===== src/rtl/wb_arbiter.sv =====
// wb_arbiter: write-back arbiter between the Memory stage and the register file.
// Up to four results per cycle (ALU0, ALU1, Multiply, Load) are packed in
// program order into an in-order queue and drained onto two write ports.
// Optional macro WB_FWD_EN adds a combinational forwarding lookup
// (fwd_tag / fwd_hit / fwd_data) over the queue and the write-port registers.
module wb_arbiter #(
    parameter int unsigned DEPTH = 8
) (
    input  logic        ref_clk,
    input  logic        rst,
    input  logic [15:0] A0_in,
    input  logic [4:0]  A0_Rd_tag_in,
    input  logic [15:0] A1_in,
    input  logic [4:0]  A1_Rd_tag_in,
    input  logic [15:0] M_in,
    input  logic [4:0]  M_Rd_tag_in,
    input  logic [7:0]  LS_in,
    input  logic [4:0]  LS_Rd_tag_in,
`ifdef WB_FWD_EN
    input  logic [4:0]  fwd_tag,
    output logic        fwd_hit,
    output logic [15:0] fwd_data,
`endif
    output logic        wb0_en,
    output logic [4:0]  wb0_tag,
    output logic [15:0] wb0_data,
    output logic        wb1_en,
    output logic [4:0]  wb1_tag,
    output logic [15:0] wb1_data,
    output logic        stall
);

    localparam int unsigned PW = $clog2(DEPTH);
    localparam int unsigned CW = PW + 1;

    logic [4:0]    mem_tag  [DEPTH];
    logic [15:0]   mem_data [DEPTH];
    logic [PW-1:0] wr_ptr;
    logic [PW-1:0] rd_ptr;
    logic [CW-1:0] count;

    logic [4:0]    ch_tag   [4];
    logic [15:0]   ch_data  [4];
    logic [4:0]    inc_tag  [4];
    logic [15:0]   inc_data [4];
    logic [2:0]    inc_n;

    logic [CW-1:0] avail;
    logic [PW-1:0] rd1;
    logic          nxt_en0;
    logic          nxt_en1;
    logic [1:0]    deq_n;
    logic [4:0]    nxt_tag0;
    logic [4:0]    nxt_tag1;
    logic [15:0]   nxt_data0;
    logic [15:0]   nxt_data1;

    // Stall whenever a worst-case cycle of four results might not fit.
    always_comb begin
        stall = (count > CW'(DEPTH - 4));
    end

    // Pack the valid channels contiguously in program order A0, A1, M, LS.
    always_comb begin
        ch_tag[0]  = A0_Rd_tag_in;
        ch_data[0] = A0_in;
        ch_tag[1]  = A1_Rd_tag_in;
        ch_data[1] = A1_in;
        ch_tag[2]  = M_Rd_tag_in;
        ch_data[2] = M_in;
        ch_tag[3]  = LS_Rd_tag_in;
        ch_data[3] = {8'h00, LS_in};
        inc_n = '0;
        for (int unsigned i = 0; i < 4; i++) begin
            inc_tag[i]  = '0;
            inc_data[i] = '0;
        end
        if (!stall) begin
            for (int unsigned i = 0; i < 4; i++) begin
                if (ch_tag[i] != 5'd0) begin
                    inc_tag[inc_n[1:0]]  = ch_tag[i];
                    inc_data[inc_n[1:0]] = ch_data[i];
                    inc_n = inc_n + 3'd1;
                end
            end
        end
    end

    // Select the two oldest entries of (queue ++ incoming); incoming results
    // bypass the storage so an empty queue still gives one-edge latency.
    always_comb begin
        avail     = count + CW'(inc_n);
        rd1       = rd_ptr + PW'(1);
        nxt_en0   = (avail != '0);
        nxt_en1   = (avail > CW'(1));
        deq_n     = nxt_en1 ? 2'd2 : {1'b0, nxt_en0};
        nxt_tag0  = '0;
        nxt_data0 = '0;
        nxt_tag1  = '0;
        nxt_data1 = '0;
        if (nxt_en0) begin
            if (count != '0) begin
                nxt_tag0  = mem_tag[rd_ptr];
                nxt_data0 = mem_data[rd_ptr];
            end else begin
                nxt_tag0  = inc_tag[0];
                nxt_data0 = inc_data[0];
            end
        end
        if (nxt_en1) begin
            if (count > CW'(1)) begin
                nxt_tag1  = mem_tag[rd1];
                nxt_data1 = mem_data[rd1];
            end else if (count == CW'(1)) begin
                nxt_tag1  = inc_tag[0];
                nxt_data1 = inc_data[0];
            end else begin
                nxt_tag1  = inc_tag[1];
                nxt_data1 = inc_data[1];
            end
        end
    end

    // Queue storage; stale slots are harmless because pointers/count gate use.
    always_ff @(posedge ref_clk) begin
        for (int unsigned i = 0; i < 4; i++) begin
            if (3'(i) < inc_n) begin
                mem_tag[wr_ptr + PW'(i)]  <= inc_tag[i];
                mem_data[wr_ptr + PW'(i)] <= inc_data[i];
            end
        end
    end

    // Pointers, occupancy and registered write-port outputs.
    always_ff @(posedge ref_clk or posedge rst) begin
        if (rst) begin
            wr_ptr   <= '0;
            rd_ptr   <= '0;
            count    <= '0;
            wb0_en   <= 1'b0;
            wb0_tag  <= '0;
            wb0_data <= '0;
            wb1_en   <= 1'b0;
            wb1_tag  <= '0;
            wb1_data <= '0;
        end else begin
            wr_ptr   <= wr_ptr + PW'(inc_n);
            rd_ptr   <= rd_ptr + PW'(deq_n);
            count    <= count + CW'(inc_n) - CW'(deq_n);
            wb0_en   <= nxt_en0;
            wb0_tag  <= nxt_tag0;
            wb0_data <= nxt_data0;
            wb1_en   <= nxt_en1;
            wb1_tag  <= nxt_tag1;
            wb1_data <= nxt_data1;
        end
    end

`ifdef WB_FWD_EN
    // Forward lookup, scanned oldest to youngest so the youngest match wins.
    always_comb begin
        fwd_hit  = 1'b0;
        fwd_data = '0;
        if (fwd_tag != 5'd0) begin
            if (wb0_en && (wb0_tag == fwd_tag)) begin
                fwd_hit  = 1'b1;
                fwd_data = wb0_data;
            end
            if (wb1_en && (wb1_tag == fwd_tag)) begin
                fwd_hit  = 1'b1;
                fwd_data = wb1_data;
            end
            for (int unsigned i = 0; i < DEPTH; i++) begin
                if ((CW'(i) < count) && (mem_tag[rd_ptr + PW'(i)] == fwd_tag)) begin
                    fwd_hit  = 1'b1;
                    fwd_data = mem_data[rd_ptr + PW'(i)];
                end
            end
        end
    end
`endif

endmodule


===== config.mk =====
export PLATFORM = sky130hd
export DESIGN_NAME = wb_arbiter
export DESIGN_NICKNAME = d
export VERILOG_FILES = /design/src/rtl/wb_arbiter.sv
export SDC_FILE = /design/constraint.sdc
export NUM_CORES = 1
export LEC_CHECK = 0
export BUFFER_PORTS_ARGS = -buffer_cell sky130_fd_sc_hd__clkbuf_2
export CAP_MARGIN = 20
export CORE_ASPECT_RATIO = 0.9
export CORE_MARGIN = 4
export CORE_UTILIZATION = 45
export DETAILED_ROUTE_END_ITERATION = 12
export PLACE_DENSITY_LB_ADDON = 0.05
export RECOVER_POWER = 25
export SLEW_MARGIN = 20
export SYNTH_ARGS = -nofsm -noshare
export SYNTH_HDL_FRONTEND = slang
export SYNTH_SLANG_ARGS = --single-unit

===== constraint.sdc =====
create_clock -name ref_clk -period 5 [get_ports ref_clk]
set_input_delay 0.5 -clock ref_clk [delete_from_list [all_inputs] [get_ports ref_clk]]
set_output_delay 0.5 -clock ref_clk [all_outputs]
set_load 0.1 [all_outputs]

==> out/metrics.csv, run 1 <==
metric,value,unit
Non-Filler Instances,2158,
placed insts,2109,
failing checks,"capacitance limit, slew limit",
Die H,191,um
"most common cell after layout, fill and taps aside",edfxtp_1,
final setup fails,0,
post-synth top area share,30.2,%
cts bufs inserted,26,
Syn Inst Count,1578,
r2r endpoint,mem_data[4][10],
antenna-violating nets left,0,
synthesized area,0.0167,mm2
Starting Density,45.8,%
die width,211,um
worst setup path endpoint,mem_data[5][2],
Pre-antenna DRT Iters,6,
# IOs,123,
final core occ,52.4,%
minimum clock period,4.65,ns
syn avg cell area,10.6,um2
PD cells,855,mW/mm2
f_max,0.215,GHz
MaxCap Viol Count,1,
"Reg clk slew, reported paths",0.06,ns
Yosys reg bits,222,
critical path's largest stage delay,0.89,ns
GP Congestion,0.942,
WL per Instance,27.7,um
slew margin rel.,-90.0,%
fill cell count,3245,
final period utilization,93.0,%
Setup Crit Path Kind,primary input to flip-flop,
"Hold Violations, Final",0,
Die ar.,0.0402,mm2
Worst Hold Class,primary input to flip-flop,
Hold Slack,0.514,ns
worst path cell trace,"clkbuf_2, or4_4, or2_2, ha_1, inv_4, a21oi_4, nor2_2, ha_4, o21ba_2, a211o_1, nand4_1, and2_1, clkbuf_1, a31oi_1",
final instance area,0.0191,mm2
Critical Path AT,4.84,ns
unrepaired setup endpoints after global routing,no,
"Distinct cells, synth",64,
register area share after synthesis,38.3,%
clock tree buffer depth,3,
largest area contributor in the netlist,edfxtp_1,
# rows,66,
max-slew violations,55,
status,"complete, but fails checks",
number of buffers added for setup after CTS,0,
pin count of the biggest net entering global routing,100,
core area,0.0364,mm2
Synth Flop Type,edfxtp_1,
Final HPWL DP,45.9,mm
critical path required time,5.19,ns
layout cell share with drive strength beyond 1,22.1,%
total wire length,59.8,mm
Worst Setup SP,A1_Rd_tag_in[2],
hold-fix buffers at CTS,0,
Setup TNS Final,0,ns
leakage power,7.25,nW
post-cts resize count,0,
CP bufs+invs,3,
most frequent cells in the layout,"edfxtp_1 (168), mux2i_1 (147), buf_4 (102)",
crit start category,primary input,
Crit-path slowest cell,clkbuf_1,
Vias per Instance,6.94,
grt ovf,0,
VDD IR max,495,uV
total number of yosys warnings,0,
Post-Route Skew,0.0216,ns
Worst-Skew Late Latency,0.55,ns
clk sinks,222,
placed cell area,0.0183,mm2
worst reg-to-reg setup slack,1.08,ns
Root Driver,clkbuf_16,
Max H-tree Level,1,
Post-layout nets,1758,
port bufs,122,
number of synthesized flops with an enable pin,168,
synth top area cells,"edfxtp_1 (30%), mux4_2 (11%), mux2i_1 (8.8%)",
Remaining DRCs,0,
Crit. End Element,flip-flop,
cells on worst reg2reg path,7,
DR vias,15000,
vias in the first global route,14300,
"Area growth, synth to finish",14.3,%
first-pass GRT wire length,91.4,mm
initial antenna violation count,0,
measured slew at the worst slew-check pin,2.85,ns
crit-path leading delay family,simple AND/OR/NAND/NOR gates,
Post-synth ARST share,24.3,%
RR Startpoint,count[1],
TritonCTS clock tree,yes,
cell depth of the worst setup path,14,
GRT Resource Usage Total,29.0,%
Initial DRC Count,1846,
Critical Path Fanout Max,21,
Post-Syn Nets,1674,
==> worst min-delay path by stage <==
stage / from / endpoint / slack [ns] / depth (start not counted)
finish: M_in[8] / mem_data[1][8] / 0.51 / 2
global placement: rst / wb1_data[13] / 0.70 / 3
floorplan: wr_ptr[0] / wr_ptr[0] / 0.53 / 1
detailed placement: rst / wb0_data[14] / 0.72 / 3
CTS: rst / wb0_data[9] / 0.14 / 3
global route: M_in[11] / mem_data[4][11] / 0.51 / 2
==> power by group <==
group / internal (mW) / switching, mW
combinational: 3.65 / 6.53
sequential: 3.59 / 0.661
clock: 1.12 / 0.766
==> final cells by class <==
class                      instances  area [um2]  area share (%)
sequential                       222        6400            33.5
multi-input combinational       1153        9720            50.9
clock inverter                    11         113           0.590
tap                              476         596            3.12
inverter                          25        96.3           0.505
timing repair buffer             234        1430            7.47
clock buffer                      36         729            3.82
antenna                            1        2.50          0.0131
==> stage by stage <==
step           power [mW]  setup slack (ns)
2_1_floorplan        11.3           0.00454
5_1_grt              17.2             0.149
4_1_cts              16.2             0.688
6_report             16.3             0.348
3_3_place_gp         14.1             0.174
3_5_place_dp         14.3             0.143
==> logic make-up after synthesis <==
kind of cell / count (synthesis) / synth area share (%)
simple gates: 384 / 11.3
mux: 231 / 20.1
flops: 222 / 38.3
buf+inv: 203 / 5.00
compound gates: 508 / 23.1
fa+ha+maj: 18 / 1.53
xor+xnor: 12 / 0.630
==> cell usage after synthesis (all sizes together) (10+ instances only) <==
master	n
nor4	13
nand3	83
and3	16
a22oi	13
mux2i	147
nor2	82
edfxtp	168
o31ai	10
nand2b	11
a221oi	40
nor3	24
ha	14
clkbuf	120
a211oi	54
dfrtp	54
nor2b	19
nand4	18
nand2	83
a21oi	39
o22ai	68
a21o	11
a31oi	62
inv	23
o21ai	41
mux4	84
o211ai	28
a32oi	10
or3	10
a22o	69
buf	58
==> registers in the layout (all words and copies together) (netlist names) <==
signal	flops
wb1_en	1
mem_data	128
wb0_tag	5
wb0_en	1
count	4
rd_ptr	3
wb0_data	16
wb1_tag	5
wr_ptr	3
mem_tag	40
wb1_data	16
==> layer usage <==
metal | share of wire [%] | GRT usage (%) | vias up | routed length (um)
li1 | - | - | 6580 | -
met1 | 45 | 45.5 | 7433 | 27000
met2 | 41 | 40.6 | 908 | 24600
met3 | 13 | 8.60 | 49 | 7660
met4 | 0.94 | 3.69 | 0 | 560
met5 | 0 | 0.739 | - | 0
No activity file was read; power rests on OpenSTA's default activity.
==> run 2, diff against run 1 <==
--- a/config.mk
+++ b/config.mk
@@ -5,10 +5,11 @@
 export SDC_FILE = /design/constraint.sdc
 export NUM_CORES = 1
 export LEC_CHECK = 0
+export ABC_AREA = 1
 export BUFFER_PORTS_ARGS = -buffer_cell sky130_fd_sc_hd__clkbuf_2
 export CAP_MARGIN = 20
 export CORE_ASPECT_RATIO = 0.9
-export CORE_MARGIN = 4
+export CORE_MARGIN = 1
 export CORE_UTILIZATION = 45
 export DETAILED_ROUTE_END_ITERATION = 12
 export PLACE_DENSITY_LB_ADDON = 0.05
==> run 2 against run 1 <==
The flow still finishes with violations (capacitance limit, slew limit); highest routed layer unchanged; global-route usage increased by 14 points; largest cell class unchanged; register-to-register slack got worse by 0.16 ns; cell count increased by 67%; core utilization decreased by 1.4 points; worst hold slack got worse by 0.16 ns; wire length increased by 59%; clock-buffer cell count increased by 1; clock skew increased by 0.0018 ns; critical endpoint is now mem_data[5][6]; synthesized cell count increased by 89%; sequential share of layout area decreased by 3.5 points; flip-flop and latch count unchanged.
==> out/metrics.csv, run 2 <==
metric,value,unit
"Hold Violations, Final",0,
synth cell count leaders,"nand2_1 (804), nand3_1 (609), inv_1 (277), a21oi_1 (263), nor2_1 (178)",
"Area growth, synth to finish",11.4,%
first-pass GRT wire length,136,mm
"Distinct cells, synth",47,
synth top area cells,"edfxtp_1 (26%), nand3_1 (16%), nand2_1 (16%)",
"most common cell after layout, fill and taps aside",nand2_1,
Post-synth ARST share,24.3,%
Critical Path Fanout Max,30,
# IOs,123,
synthesized area,0.0192,mm2
post-synth top area share,26.3,%
hold-fix buffers at CTS,0,
Die H,198,um
Max H-tree Level,1,
DR vias,22500,
Syn Inst Count,2982,
number of buffers added for setup after CTS,0,
vias in the first global route,20400,
Yosys reg bits,222,
max-slew violations,57,
GRT Resource Usage Total,43.0,%
Worst Hold Class,primary input to async pin,
Setup Crit Path Kind,primary input to flip-flop,
final setup fails,0,
die width,219,um
clk sinks,222,
register area share after synthesis,33.4,%
total wire length,94.9,mm
most frequent cells in the layout,"nand2_1 (804), nand3_1 (616), inv_1 (276)",
critical path required time,5.30,ns
Biggest register,mem_data,
"Reg clk slew, reported paths",0.06,ns
grt ovf,0,
r2r endpoint,mem_data[5][6],
GP Congestion,0.982,
Critical Path AT,4.52,ns
Post-layout nets,3125,
RR Startpoint,wr_ptr[0],
worst reg-to-reg setup slack,0.92,ns
port bufs,122,
measured slew at the worst slew-check pin,2.11,ns
initial antenna violation count,1,
Vias per Instance,6.26,
minimum clock period,4.22,ns
largest area contributor in the netlist,edfxtp_1,
clock tree buffer depth,3,
Worst-Skew Late Latency,0.61,ns
max FFs per register,128,
pin count of the biggest net entering global routing,95,
Setup TNS Final,0,ns
Post-Syn Nets,3078,
number of synthesized flops with an enable pin,168,
core area,0.0418,mm2
# rows,71,
slew margin rel.,-40.5,%
post-cts resize count,0,
final period utilization,84.3,%
Initial DRC Count,3581,
cts bufs inserted,29,
Synth Flop Type,edfxtp_1,
TritonCTS clock tree,yes,
status,"complete, but fails checks",
Starting Density,45.8,%
cells on worst reg2reg path,10,
antenna-violating nets left,0,
Final HPWL DP,63.7,mm
syn avg cell area,6.42,um2
Remaining DRCs,0,
failing checks,"capacitance limit, slew limit",
Post-Route Skew,0.0235,ns
Root Driver,clkbuf_16,
Crit. End Element,flip-flop,
crit start category,primary input,
MaxCap Viol Count,2,
Die ar.,0.0434,mm2
total number of yosys warnings,0,
most frequent cell after synthesis,nand2_1,
f_max,0.237,GHz
unrepaired setup endpoints after global routing,no,
Pre-antenna DRT Iters,7,
layout cell share with drive strength beyond 1,9.99,%
WL per Instance,26.4,um
Largest regs,"mem_data: 128 flops, mem_tag: 40 flops",
run 2: changes by cell type after synthesis, moves of 50 or more:
cell	previous run	this run
o21ai_0	38	161
a31oi_1	62	12
buf_2	10	69
o22ai_1	68	18
nor2_1	82	178
a21oi_1	39	263
nand3_1	83	609
a22o_1	69	0
mux2i_1	147	0
mux4_2	84	0
inv_1	22	277
nand2_1	83	804
run 2: final cells by class:
cell class	instances	area, um2
Antenna cell	1	2.50
Clock buffer	37	776
Clock inverter	17	206
Fill cell	4284	20500
Inverter	287	1080
Multi-Input combinational cell	2247	10700
Sequential cell	222	6400
Tap cell	547	684
Timing Repair Buffer	242	1490
run 2: layer usage:
| layer | part of all wire, % | GRT usage, % | up-vias |
|---|---|---|---|
| met5 | 0 | 0 | - |
| met4 | 4.1 | 15.9 | 0 |
| met3 | 17 | 18.1 | 274 |
| met2 | 39 | 59.4 | 1763 |
| met1 | 40 | 59.0 | 10400 |
| li1 | - | - | 10100 |
run 2: worst max-delay path by stage:
stage	start	endpoint	slack (ns)	cells past startpoint
final	A0_Rd_tag_in[0]	mem_data[5][6]	0.78	14
after global routing	A0_Rd_tag_in[0]	count[3]	0.52	20
after CTS	A0_Rd_tag_in[0]	mem_data[4][3]	1.07	16
after detailed placement	A0_Rd_tag_in[2]	mem_data[4][6]	0.48	16
after global placement	A0_Rd_tag_in[0]	mem_tag[4][0]	0.57	16
after floorplan	A0_Rd_tag_in[2]	count[2]	0.42	23
run 2: kinds of logic after synthesis:
| kind of cell | share of synthesized area [%] |
|---|---|
| fa+ha+maj | 1.33 |
| compound gates | 15.2 |
| simple gates | 38.8 |
| flops | 33.4 |
| xor+xnor | 0.457 |
| buf+inv | 10.8 |
run 2: worst max-delay path, stage by stage:
cell and delay, ns:
clkbuf_1 0.09, nor2_1 0.22, nand3_1 0.18, ha_1 0.48
clkbuf_1 0.30, nand2_4 0.20, nand3_4 0.14, o21bai_4 0.07
nand2_4 0.11, nand2_4 0.25, nand2_1 0.55, clkbuf_1 0.66
nand3_1 0.16, a21oi_1 0.57
run 2: per-stage QoR:
step / utilization [%] / instance area (um2) / instances / worst slack (ns) / hold slack [ns]
after floorplan: - / 19200 / 2982 / 0.418 / 0.505
after global placement: 48.9 / 20500 / 3545 / 0.567 / 0.629
after detailed placement: 48.9 / 20500 / 3545 / 0.476 / 0.638
after CTS: 51.2 / 21400 / 3599 / 1.07 / 0.0717
after global routing: 51.0 / 21300 / 3599 / 0.520 / 0.412
final: 51.0 / 21300 / 3600 / 0.783 / 0.355
Power of run 2 is not shown: default switching activity piles up to over one toggle a cycle in this logic, so the estimate is an artifact.
